### src/rtl/button_digit_entry_pkg.sv
// Shared glyph constants (led[0:7] = a..g, dp) and debouncer state encoding.
// Used by the button entry block and the seven-segment display path.
package button_digit_entry_pkg;

   typedef logic [0:7] seg_t;

   localparam seg_t SEG_0 = 8'b1111_1100;
   localparam seg_t SEG_1 = 8'b0110_0000;
   localparam seg_t SEG_2 = 8'b1101_1010;
   localparam seg_t SEG_3 = 8'b1111_0010;
   localparam seg_t SEG_4 = 8'b0110_0110;
   localparam seg_t SEG_5 = 8'b1011_0110;
   localparam seg_t SEG_6 = 8'b1011_1110;
   localparam seg_t SEG_7 = 8'b1110_0000;
   localparam seg_t SEG_8 = 8'b1111_1110;
   localparam seg_t SEG_9 = 8'b1111_0110;

   typedef enum logic [1:0] {
      DB_IDLE         = 2'd0,
      DB_PRESS_WAIT   = 2'd1,
      DB_PRESSED      = 2'd2,
      DB_RELEASE_WAIT = 2'd3
   } db_state_e;

   function automatic seg_t seg_of(input logic [3:0] d);
      case (d)
         4'd0:    seg_of = SEG_0;
         4'd1:    seg_of = SEG_1;
         4'd2:    seg_of = SEG_2;
         4'd3:    seg_of = SEG_3;
         4'd4:    seg_of = SEG_4;
         4'd5:    seg_of = SEG_5;
         4'd6:    seg_of = SEG_6;
         4'd7:    seg_of = SEG_7;
         4'd8:    seg_of = SEG_8;
         4'd9:    seg_of = SEG_9;
         default: seg_of = 8'b0000_0000;
      endcase
   endfunction

endpackage

### src/rtl/button_debouncer.sv
// Two-flop synchronizer plus tick-driven debounce FSM for one raw button.
// BUTTON_DIGIT_AUTOREPEAT_EN adds a repeat counter while the button is held.
module button_debouncer
   import button_digit_entry_pkg::*;
#(
   parameter int DEBOUNCE_MS = 10,
   parameter int REPEAT_MS   = 250
) (
   input  logic clk,
   input  logic rst,
   input  logic tick,
   input  logic raw,
   output logic press
);

   localparam int CW = $clog2(DEBOUNCE_MS + 1);
   localparam logic [CW-1:0] LAST = CW'(DEBOUNCE_MS - 1);

   if (DEBOUNCE_MS < 1 || REPEAT_MS < 1) begin : g_bad_param
      $error("button_debouncer: DEBOUNCE_MS and REPEAT_MS must be >= 1");
   end

   logic            sync1_q, sync2_q;
   db_state_e       state_q, state_d;
   logic [CW-1:0]   cnt_q, cnt_d;

`ifdef BUTTON_DIGIT_AUTOREPEAT_EN
   localparam int RW = $clog2(REPEAT_MS + 1);
   localparam logic [RW-1:0] RLAST = RW'(REPEAT_MS - 1);
   logic [RW-1:0]   rpt_q, rpt_d;
`endif

   always_ff @(posedge clk) begin
      if (rst) begin
         sync1_q <= 1'b0;
         sync2_q <= 1'b0;
         state_q <= DB_IDLE;
         cnt_q   <= '0;
`ifdef BUTTON_DIGIT_AUTOREPEAT_EN
         rpt_q   <= '0;
`endif
      end else begin
         sync1_q <= raw;
         sync2_q <= sync1_q;
         state_q <= state_d;
         cnt_q   <= cnt_d;
`ifdef BUTTON_DIGIT_AUTOREPEAT_EN
         rpt_q   <= rpt_d;
`endif
      end
   end

   // A one-tick debounce window skips the wait states entirely.
   always_comb begin
      state_d = state_q;
      cnt_d   = cnt_q;
      press   = 1'b0;
`ifdef BUTTON_DIGIT_AUTOREPEAT_EN
      rpt_d   = rpt_q;
`endif
      if (tick) begin
         case (state_q)
            DB_IDLE: begin
               if (sync2_q) begin
                  if (LAST == '0) begin
                     state_d = DB_PRESSED;
                     press   = 1'b1;
                  end else begin
                     state_d = DB_PRESS_WAIT;
                     cnt_d   = CW'(1);
                  end
               end
            end
            DB_PRESS_WAIT: begin
               if (!sync2_q) begin
                  state_d = DB_IDLE;
               end else if (cnt_q >= LAST) begin
                  state_d = DB_PRESSED;
                  press   = 1'b1;
               end else begin
                  cnt_d = cnt_q + 1'b1;
               end
            end
            DB_PRESSED: begin
               if (!sync2_q) begin
                  state_d = (LAST == '0) ? DB_IDLE : DB_RELEASE_WAIT;
                  cnt_d   = CW'(1);
`ifdef BUTTON_DIGIT_AUTOREPEAT_EN
                  rpt_d   = '0;
               end else if (rpt_q >= RLAST) begin
                  press = 1'b1;
                  rpt_d = '0;
               end else begin
                  rpt_d = rpt_q + 1'b1;
`endif
               end
            end
            DB_RELEASE_WAIT: begin
               if (sync2_q) begin
                  state_d = DB_PRESSED;
               end else if (cnt_q >= LAST) begin
                  state_d = DB_IDLE;
               end else begin
                  cnt_d = cnt_q + 1'b1;
               end
            end
            default: state_d = DB_IDLE;
         endcase
      end
   end

endmodule

### src/rtl/button_digit_entry.sv
// Up/down push-button digit entry: ms tick, two debouncers, BCD + segment output.
// Optional auto-repeat while held: define BUTTON_DIGIT_AUTOREPEAT_EN.
module button_digit_entry
   import button_digit_entry_pkg::*;
#(
   parameter int ms_limit    = 100000,
   parameter int DEBOUNCE_MS = 10,
   parameter int REPEAT_MS   = 250
) (
   input  logic       clk,
   input  logic       rst,
   input  logic       btn_up_raw,
   input  logic       btn_dn_raw,
   output logic [3:0] digit,
   output logic [0:7] led,
   output logic       changed
);

   localparam int MW = $clog2(ms_limit);

   if (ms_limit < 2) begin : g_bad_param
      $error("button_digit_entry: ms_limit must be >= 2");
   end

   logic [MW-1:0] ms_cnt_q, ms_cnt_d;
   logic          tick;
   logic          up_ev, dn_ev;
   logic [3:0]    digit_q, digit_d;
   seg_t          led_q, led_d;
   logic          changed_q, changed_d;

   assign tick     = (ms_cnt_q == MW'(ms_limit - 1));
   assign ms_cnt_d = tick ? '0 : ms_cnt_q + 1'b1;

   button_debouncer #(.DEBOUNCE_MS(DEBOUNCE_MS), .REPEAT_MS(REPEAT_MS)) u_up (
      .clk(clk), .rst(rst), .tick(tick), .raw(btn_up_raw), .press(up_ev)
   );

   button_debouncer #(.DEBOUNCE_MS(DEBOUNCE_MS), .REPEAT_MS(REPEAT_MS)) u_dn (
      .clk(clk), .rst(rst), .tick(tick), .raw(btn_dn_raw), .press(dn_ev)
   );

   // Coincident up and down events cancel each other.
   always_comb begin
      digit_d   = digit_q;
      changed_d = 1'b0;
      if (up_ev && !dn_ev) begin
         digit_d   = (digit_q == 4'd9) ? 4'd0 : digit_q + 4'd1;
         changed_d = 1'b1;
      end else if (dn_ev && !up_ev) begin
         digit_d   = (digit_q == 4'd0) ? 4'd9 : digit_q - 4'd1;
         changed_d = 1'b1;
      end
      led_d = seg_of(digit_d);
   end

   always_ff @(posedge clk) begin
      if (rst) begin
         ms_cnt_q  <= '0;
         digit_q   <= 4'd0;
         led_q     <= SEG_0;
         changed_q <= 1'b0;
      end else begin
         ms_cnt_q  <= ms_cnt_d;
         digit_q   <= digit_d;
         led_q     <= led_d;
         changed_q <= changed_d;
      end
   end

   assign digit   = digit_q;
   assign led     = led_q;
   assign changed = changed_q;

endmodule

### config.mk
export PLATFORM = sky130hd
export DESIGN_NAME = button_digit_entry
export DESIGN_NICKNAME = d
export VERILOG_FILES = /design/src/rtl/button_digit_entry_pkg.sv /design/src/rtl/button_debouncer.sv /design/src/rtl/button_digit_entry.sv
export SDC_FILE = /design/constraint.sdc
export NUM_CORES = 1
export LEC_CHECK = 0
export CAP_MARGIN = 15
export CORE_MARGIN = 1
export CORE_UTILIZATION = 30
export DETAILED_ROUTE_END_ITERATION = 7
export PLACE_DENSITY = 0.48
export SYNTH_ARGS = -nofsm -noshare
export SYNTH_HDL_FRONTEND = slang
export SYNTH_HIERARCHICAL = 1
export SYNTH_SLANG_ARGS = --single-unit
### constraint.sdc
create_clock -name clk -period 8.68 [get_ports clk]
set_input_delay 1.302 -clock clk [delete_from_list [all_inputs] [get_ports clk]]
set_output_delay 1.302 -clock clk [all_outputs]
set_load 0.02 [all_outputs]
* Word level (Yosys, flattened, before mapping)
Memory sizes are Yosys's and may differ from the RTL's. A register that Yosys moved wholly into a read port is not among the register bits. Cells that the tools add are included. W data, S select, Z words.
Storage, ports and cells: bits in read-only memories 112, memories 1, bits in registers 46
Operators by class: magnitude comparators 2, multiplexer cells 40, add/sub/neg operators 5, reduce and logical (&&, ||, !) cells 12, equal/unequal tests 20
Memories:
- (name not given) | words 16, bits a word 7, read ports 1, clocked after memory_dff 1, write ports 0, line button_digit_entry_pkg.sv:26 | case (d)
Operators by type and width (number):
- $mux W4 | 14
- $pmux W4 S4 | 2
- $mux W2 | 12
- $reduce_and A5 Y1 | 4
- $add A17 B1 Y17 const B | 1
- $eq A17 B17 Y1 const B | 1
- $pmux W2 S4 | 2
- $add A4 B1 Y4 const B | 3
- $mux W1 | 10
- $eq A2 B2 Y1 const B | 4
- $ge A4 B4 Y1 const B | 2
- $ne A2 B1 Y1 const B | 4
- $ne A2 B2 Y1 const B | 4
- $ne A3 B1 Y1 const B | 2
- $ne A3 B3 Y1 const B | 2
- $eq A2 B1 Y1 const B | 2
- $eq A4 B4 Y1 const B | 1
- $logic_not A2 Y1 | 2
- $logic_not A4 Y1 | 1
- $sub A4 B1 Y4 const B | 1
- $logic_and A1 B1 Y1 | 2
- $logic_not A1 Y1 | 2
- $reduce_or A2 Y1 | 1

* Logic depth before layout (Yosys ltp)
Gate-level depths: netlist of the first run.
depth after elaboration 9, gate-level depth with buffers 18, depth with buffers taken out 16

* By module
The synthesis of the first run kept the hierarchy.
By module, submodules not included:
- button_digit_entry | seq. area each 580.6 um^2, instances 1, area each 1451.4 um^2, cells each 163
- button_debouncer | seq. area each 160.2 um^2, instances 2, area each 480.5 um^2, cells each 50

* Worst setup path after synthesis of the first run
Ideal clock, no wire load.
kind register -> register, start register ms_cnt_q[12], end register led_q[4], in the netlist led[3], path slack 5053 ps, buffers on the path 2, cell stages (with the launch flop) 15, required time 8606 ps, data arrival time 3552 ps, period minus slack after synthesis 3627 ps, library setup time 74 ps, cell sequence dfxtp_1 or3_1 or4_1 nor3_2 clkbuf_1 nand4_1 nor3b_1 inv_1 ha_1 buf_2 o32a_1 mux2_2 ha_1 nor2b_1 o21ai_0
Between the ends: elaborated cells on any way between the ends 9
RTL lines:
- start: declaration | line button_digit_entry.sv:25 | logic [MW-1:0] ms_cnt_q, ms_cnt_d;
- start signal: assignment | line button_digit_entry.sv:64 | ms_cnt_q <= ms_cnt_d;
- $eq A17 B17 Y1 * | line button_digit_entry.sv:32 | assign tick = (ms_cnt_q == MW'(ms_limit - 1));
- named net tick | line button_digit_entry.sv:26 | logic tick;
- $mux W1 * | line button_debouncer.sv:61 | if (tick) begin
- named net dn_ev | line button_digit_entry.sv:27 | logic up_ev, dn_ev;
- $logic_and A1 B1 Y1 / $logic_not A1 Y1 (equally long branches) | line button_digit_entry.sv:50, button_digit_entry.sv:47
- $mux W4 / $logic_and A1 B1 Y1 (equally long branches) | line button_digit_entry.sv:50, button_digit_entry.sv:47
- $mux W4 * | line button_digit_entry.sv:47 | if (up_ev && !dn_ev) begin
- end: declaration | line button_digit_entry.sv:29 | seg_t led_q, led_d;
The timed path passes the listed nets; every way through them passes the cells marked *. A chain may end at the register's enable or synchronous reset.

* Final worst setup path of the first run
start register ms_cnt_q[12], end register led_q[7], in the netlist led[0]
The elaborated chain is that of the path after synthesis.

==> results of run 1 <==
## cells in the mapped netlist (2+ instances only)
library cell,n
or3b_4,2
dfxtp_1,45
buf_2,3
nor2_1,32
or3_1,2
and3_1,6
inv_1,15
a211o_1,2
or4_1,3
a31oi_1,4
nand3_1,10
xor2_1,12
a2111oi_4,2
nand2_1,10
mux2i_1,7
and4bb_2,2
and4_1,4
ha_1,15
nand2b_1,8
a21o_1,2
and4_4,2
a32o_1,2
a311oi_1,2
o21ai_1,2
and3_2,2
nand4_1,5
nor2b_1,15
a21oi_1,4
clkbuf_1,7
o211ai_1,2
o21ai_0,5
o2111ai_1,2
nor3b_1,6
xnor2_1,6
## report_power, final
group,switching (uW),internal (uW)
logic,6.62,3.90
clock network,69.9,57.1
registers,1.32,208
## registers in the layout, summed over array words and instances (netlist names), named ones only
signal and cells:
ms_cnt_q 17, led 7, digit 4, u_dn/cnt_q 4
u_up/cnt_q 4, changed 1, u_dn/state_q 1, u_dn/sync1_q 1
u_dn/sync2_q 1, u_up/state_q 1, u_up/sync1_q 1, u_up/sync2_q 1
## worst min-delay path by stage
stage,from,to,cells past startpoint
4_1_cts,u_dn/sync1_q,u_dn/sync2_q,1
3_5_place_dp,u_dn/sync1_q,u_dn/sync2_q,1
2_1_floorplan,u_dn/sync1_q,u_dn/sync2_q,1
6_report,u_dn/sync1_q,u_dn/sync2_q,1
3_3_place_gp,u_dn/sync1_q,u_dn/sync2_q,1
5_1_grt,u_dn/sync1_q,u_dn/sync2_q,1
## cell usage in the layout, fill, tap and decap left out, drive strengths merged, types with 2 or more instances in the layout
master and n:
nand4 5, a21oi 4, nor3b 6, or4 3, dfxtp 45, clkdlybuf4s50 15, a311oi 2, nand2b 8
inv 15, clkbuf 7, and3 8, and4bb 2, a31oi 4, ha 15, nor3 2, o21ai 7
xnor2 6, o2111ai 2, nand2 10, nand3 10, a21o 2, a211o 2, and4 7, nor2 32
nor2b 15, or3b 2, mux2i 7, xor2 12, a2111oi 2, buf 3, o211ai 2, or3 2
a32o 2
## layout make-up
cell class,count,area [um2],share of cell area
Multi-Input combinational cell,190,1380,0.506
Sequential cell,45,901,0.332
Timing Repair Buffer,18,173,0.0636
Tap cell,102,128,0.0470
Clock buffer,7,76.3,0.0281
Inverter,15,56.3,0.0207
Clock inverter,1,7.51,0.00276
## worst reg2reg max path, cell delays in order, from the launching register on
cell and delay, ns:
dfxtp_1 0.33, or3_1 0.35, or4_1 0.41, nor3_2 0.18
buf_4 0.24, nand4_1 0.17, nor3b_1 0.31, inv_1 0.08
ha_1 0.30, or3_1 0.42, nor2_1 0.09, a222oi_1 0.10
buf_4 0.20, a31oi_1 0.42, o21ai_0 0.15
## per-layer routing
| layer | global-route usage | vias up | part of all wire |
|---|---|---|---|
| met2 | 0.170 | 17 | 0.43 |
| met3 | 0.0249 | 8 | 0.023 |
| met1 | 0.157 | 831 | 0.53 |
| li1 | - | 938 | - |
| met5 | 0 | - | 0 |
| met4 | 0.0423 | 0 | 0.017 |
## stage by stage
stage	power [uW]	util	instance area [um2]	hold slack [ns]	std cells
floorplan	223	-	2410	0.414	263
global placement	225	0.339	2630	0.426	370
detailed placement	225	0.339	2630	0.425	370
CTS	354	0.350	2720	0.438	378
global route	364	0.350	2720	0.447	378
finish	347	0.350	2720	0.433	378
## logic make-up after synthesis
logic type,Yosys count,share of synthesized area
and+or+nand+nor,113,0.270
DFF,45,0.373
AOI/OAI and AO/OA,35,0.121
buffers and inverters,28,0.0565
xor gates and xnor gates,18,0.0654
adders and majority gates,15,0.0778
muxes,8,0.0337
other,1,0.00155
==> metrics.cfg, run 1 <==
[logic_synthesis]
post-synth-top-area-cell = dfxtp_1
yosysWarnings = 13
synthDistinctLibCells = 49
synth_edf_count = 0
synth_top_area_frac = 0.373
syn_area_per_cell_um2 = 9.17
syn-cell-area_um2 = 2410
synth_top_flop_cell = dfxtp_1
yosysSeqAreaShare = 0.373
synth_async_sr_flop_share = 0
synth-seq-cells = 45
synth_area_leaders = dfxtp_1 (37%), ha_1 (7.8%), nor2_1 (5.0%)
syn_inst = 263
synth_nets = 282

[placement]
pre_cts_slack_ns = 4.79
hpwl_um = 3040
port_buffers = 15
gp_congestion = 0.701

[critical_path]
crit_path_max_incr_delay_ns = 0.42
startpoint = ms_cnt_q[12]
worst-path-max-fanout = 21
r2r-start = ms_cnt_q[12]
reg2reg_depth = 14
r2r_end = led[0]
path_delay_family = simple AND/OR/NAND/NOR gates
crit_chain = or3_1, or4_1, nor3_2, buf_4, nand4_1, nor3b_1, inv_1, ha_1, or3_1, nor2_1, a222oi_1, buf_4, a31oi_1, o21ai_0
crit_buf_inv = 3
crit_arrival_ns = 4.05
cp_num_cells = 14
critPathKind = reg -> reg
crit_slowest_cell = or3_1
setup.worst_path.end_class = flip-flop
rrSetupSlack_ns = 4.79
crit_required_ns = 8.85
start_kind = flip-flop
cp-endpoint = led[0]

[floorplanning]
rows = 32
core_um2 = 7770
die_y_um = 91.7
start_util = 0.311
ios = 17
die_w_um = 91.7
die_area_um2 = 8400

[clock_tree]
cts_root_buf = clkbuf_8
cts.clk_slew.worst_paths_ns = 0.09
cts_buffer_depth = 2
cts_sinks = 45
cts_resized = 0
cts_buffers = 5
cts_tree = built
clock_latency_ns = 0.30
postCtsSetupBuffers = 0
cts_hold_buf = 0
htree_levels = 2

[cells_and_area]
syn_to_final_growth_pct = 12.6
drive_gt1_frac = 0.0833
n_fill_cell = 813
nets = 294
num_antenna_cells = 0

[pwr]
p_per_area_nw_per_um2 = 128
max-vdd-ir-drop_uv = 55.8
p_leak_uw = 0.00104

[job]
maxCapViolations = 0

[sta]
drv_slew = 0
slew_headroom = 0.580
rsz0062_at_grt = false
final.setup.tns_ns = 0
fin_crit_sh = 0.448
setup_viol = 0
setup_slack_ns = 4.79
fin_crit_ns = 3.89
worst_slew_pin_slew_ns = 0.628
max_freq_ghz = 0.257
fin_skew_ns = 0.0114
final-hold-violation-count = 0

[hold_path]
hold_path_class = reg -> reg

[route]
drcViolationCount = 0
post_drt_wl_per_cell_um = 11.8
drtIter0Drc = 82
antenna_left = 0
wirelength_um = 4460
via_count = 1794
drt-pass1-iter-count = 4
routed_via_density = 4.75

[global_routing]
grt_pass1_vias = 1628
grt_pass1_wl_um = 7660
grt_max_degree = 37
track_usage = 0.113
overflow = 0
grt_antenna_before_repair = 0

[run_status]
status = finished clean

(Power assumes the default switching activity.)
==> run 2, diff against run 1 <==
Settings changed: PLACE_DENSITY 0.48 to 0.5.
Clock period 8.68 ns to 3.2 ns, I/O delays scaled along.
==> run 2 against run 1 <==
The flow now finishes with violations (setup timing); clock skew shrank 0.0036 ns; maximum frequency is 18% higher; critical path depth stayed put; combinational power rose to 3.0 times the previous value; global-route usage grew 0.54 points; sequential share of layout area decreased by 3.4 points; non-clock buffer count increased by 23; power grew to 2.7 times the previous value; die area stayed put; flip-flop and latch count stayed put; setup slack worse by 4.9 ns; critical path type unchanged; critical endpoint is now led[5]; largest cell class unchanged.
==> metrics.cfg, run 2 (synthesis gave the netlist of run 1 again) <==
[run_status]
status = complete, but fails checks
violations = setup timing

[clock_tree]
cts_sinks = 45
clock_latency_ns = 0.30
cts_tree = built
cts_root_buf = clkbuf_8
cts_hold_buf = 0
cts_buffers = 5
cts_buffer_depth = 2
cts.clk_slew.worst_paths_ns = 0.09
htree_levels = 2

[cells_and_area]
final_util = 0.391
final_cells = 401
multi_input_area_um2 = 1500
final_cell_mix = dfxtp_1 (44), nor2_1 (32), buf_4 (23)
largest_register_ffs = 17
register_area_um2 = 902
n_fill_cell = 808
regMostFlops = ms_cnt_q
num_antenna_cells = 0
design_area_um2 = 3040
syn_to_final_growth_pct = 25.8
nets = 317
drive_gt1_frac = 0.211
final_common_cell = dfxtp_1

[sta]
slew_headroom = 0.606
setup_viol = 7
fin_crit_ns = 3.28
worst_slew_pin_slew_ns = 0.589
rsz0062_at_grt = true
whs_ns = 0.454
drv_slew = 0
fin_skew_ns = 0.00783
final-hold-violation-count = 0
setup_slack_ns = -0.0844
fin_crit_sh = 1.03
max_freq_ghz = 0.304

[floorplanning]
start_util = 0.311
core_um2 = 7770
ios = 17
die_w_um = 91.7
rows = 32
die_area_um2 = 8400
die_y_um = 91.7

[hold_path]
holdPathEnd = u_up/sync2_q
hold_depth = 1
hold_path_class = reg -> reg
worstHoldStart = u_up/sync1_q

[critical_path]
crit_chain = or3_1, or4_4, nor3_4, nand4_1, nor3b_2, inv_1, ha_4, o32a_1, mux2_4, inv_4, ha_4, inv_2, mux2i_1, o21ai_1
crit_required_ns = 3.39
crit_path_max_incr_delay_ns = 0.43
crit_arrival_ns = 3.47
crit_slowest_cell = or4_4
critPathKind = reg -> reg
start_kind = flip-flop
reg2reg_depth = 14
rrSetupSlack_ns = -0.08
setup.worst_path.end_class = flip-flop
r2r-start = ms_cnt_q[12]
cpMostUsedCell = ha_4
worst-path-max-fanout = 7
path_delay_family = simple AND/OR/NAND/NOR gates
crit_buf_inv = 3
r2r_end = led[5]

[pwr]
max-vdd-ir-drop_uv = 144
power.share.clock = 0.370
p_leak_uw = 0.00118
power.internal_uw = 731
seqPwrFrac = 0.598
power.share.switching = 0.231
p_per_area_nw_per_um2 = 313
power.switching_uw = 220
p_comb_frac = 0.033

[placement]
dp_cells = 386
port_buffers = 15
place_area_um2 = 2810
pre_cts_slack_ns = -0.108
gp_congestion = 0.744
hpwl_um = 3310

[global_routing]
grt_pass1_wl_um = 8050
grt_antenna_before_repair = 0
track_usage = 0.118
grt_max_degree = 20
overflow = 0
grt_pass1_vias = 1797

[job]
maxCapViolations = 0

[route]
post_drt_wl_per_cell_um = 12.0
antenna_left = 0
routed_via_density = 4.71
via_count = 1889
drtIter0Drc = 54
drcViolationCount = 0
wirelength_um = 4810
drt-pass1-iter-count = 4

==> run 2: routing by layer <==
| layer | GRT usage | vias to the layer above | routed length (um) |
|---|---|---|---|
| met4 | 0.0397 | 0 | 38 |
| met1 | 0.154 | 879 | 2350 |
| met5 | 0 | - | 0 |
| li1 | - | 981 | - |
| met3 | 0.0290 | 2 | 157 |
| met2 | 0.191 | 27 | 2260 |
==> run 2: metrics by stage <==
stage	total power [uW]	setup TNS [ns]
floorplan	606	-0.450
global placement	613	-0.0365
detailed placement	613	-0.487
CTS	973	-0.491
global route	1010	-2.05
finish	951	-0.427
==> run 2: layout make-up <==
type / instances / area share
inverters: 15 / 0.0194
well taps: 102 / 0.0420
repair buffers: 41 / 0.117
multi-input cells: 190 / 0.495
clock buffers: 6 / 0.0239
clock inverters: 2 / 0.00495
flip-flops and latches: 45 / 0.297
==> run 2: power groups by stage <==
stage	clock (uW)	combinational (uW)	sequential (uW)
detailed placement	0	31.5	582
global route	401	35.0	570
CTS	373	31.7	569
global placement	0	31.4	582
floorplan	0	24.8	581
finish	352	31.1	569
==> run 2: timing repair <==
item / CTS / global route
gates resized for setup: 3 / 20
pin swaps: 0 / 10
endpoints found under the setup margin: 7 / 9
setup buffers: 1 / 6
==> run 2: worst register-to-register path, stage by stage (launching register included) <==
cell,delay [ns]
dfxtp_2,0.32
or3_1,0.36
or4_4,0.43
nor3_4,0.23
nand4_1,0.17
nor3b_2,0.25
inv_1,0.10
ha_4,0.19
o32a_1,0.33
mux2_4,0.34
inv_4,0.11
ha_4,0.14
inv_2,0.03
mux2i_1,0.12
o21ai_1,0.08
==> run 2: worst max path at each step <==
| stage | start | to | slack [ns] | cells past startpoint |
|---|---|---|---|---|
| 2_1_floorplan | ms_cnt_q[12] | led[5] | -0.11 | 15 |
| 3_3_place_gp | ms_cnt_q[12] | led[5] | -0.03 | 14 |
| 3_5_place_dp | ms_cnt_q[12] | led[5] | -0.11 | 14 |
| 4_1_cts | ms_cnt_q[12] | led[5] | -0.11 | 14 |
| 5_1_grt | ms_cnt_q[12] | led[5] | -0.29 | 14 |
| 6_report | ms_cnt_q[12] | led[5] | -0.08 | 14 |
==> run 3, diff against run 2 <==
Settings changed: CAP_MARGIN 15 to 10.
==> results of run 3 <==
Same layout as run 2: the final DEF is identical, and so are final timing and power.
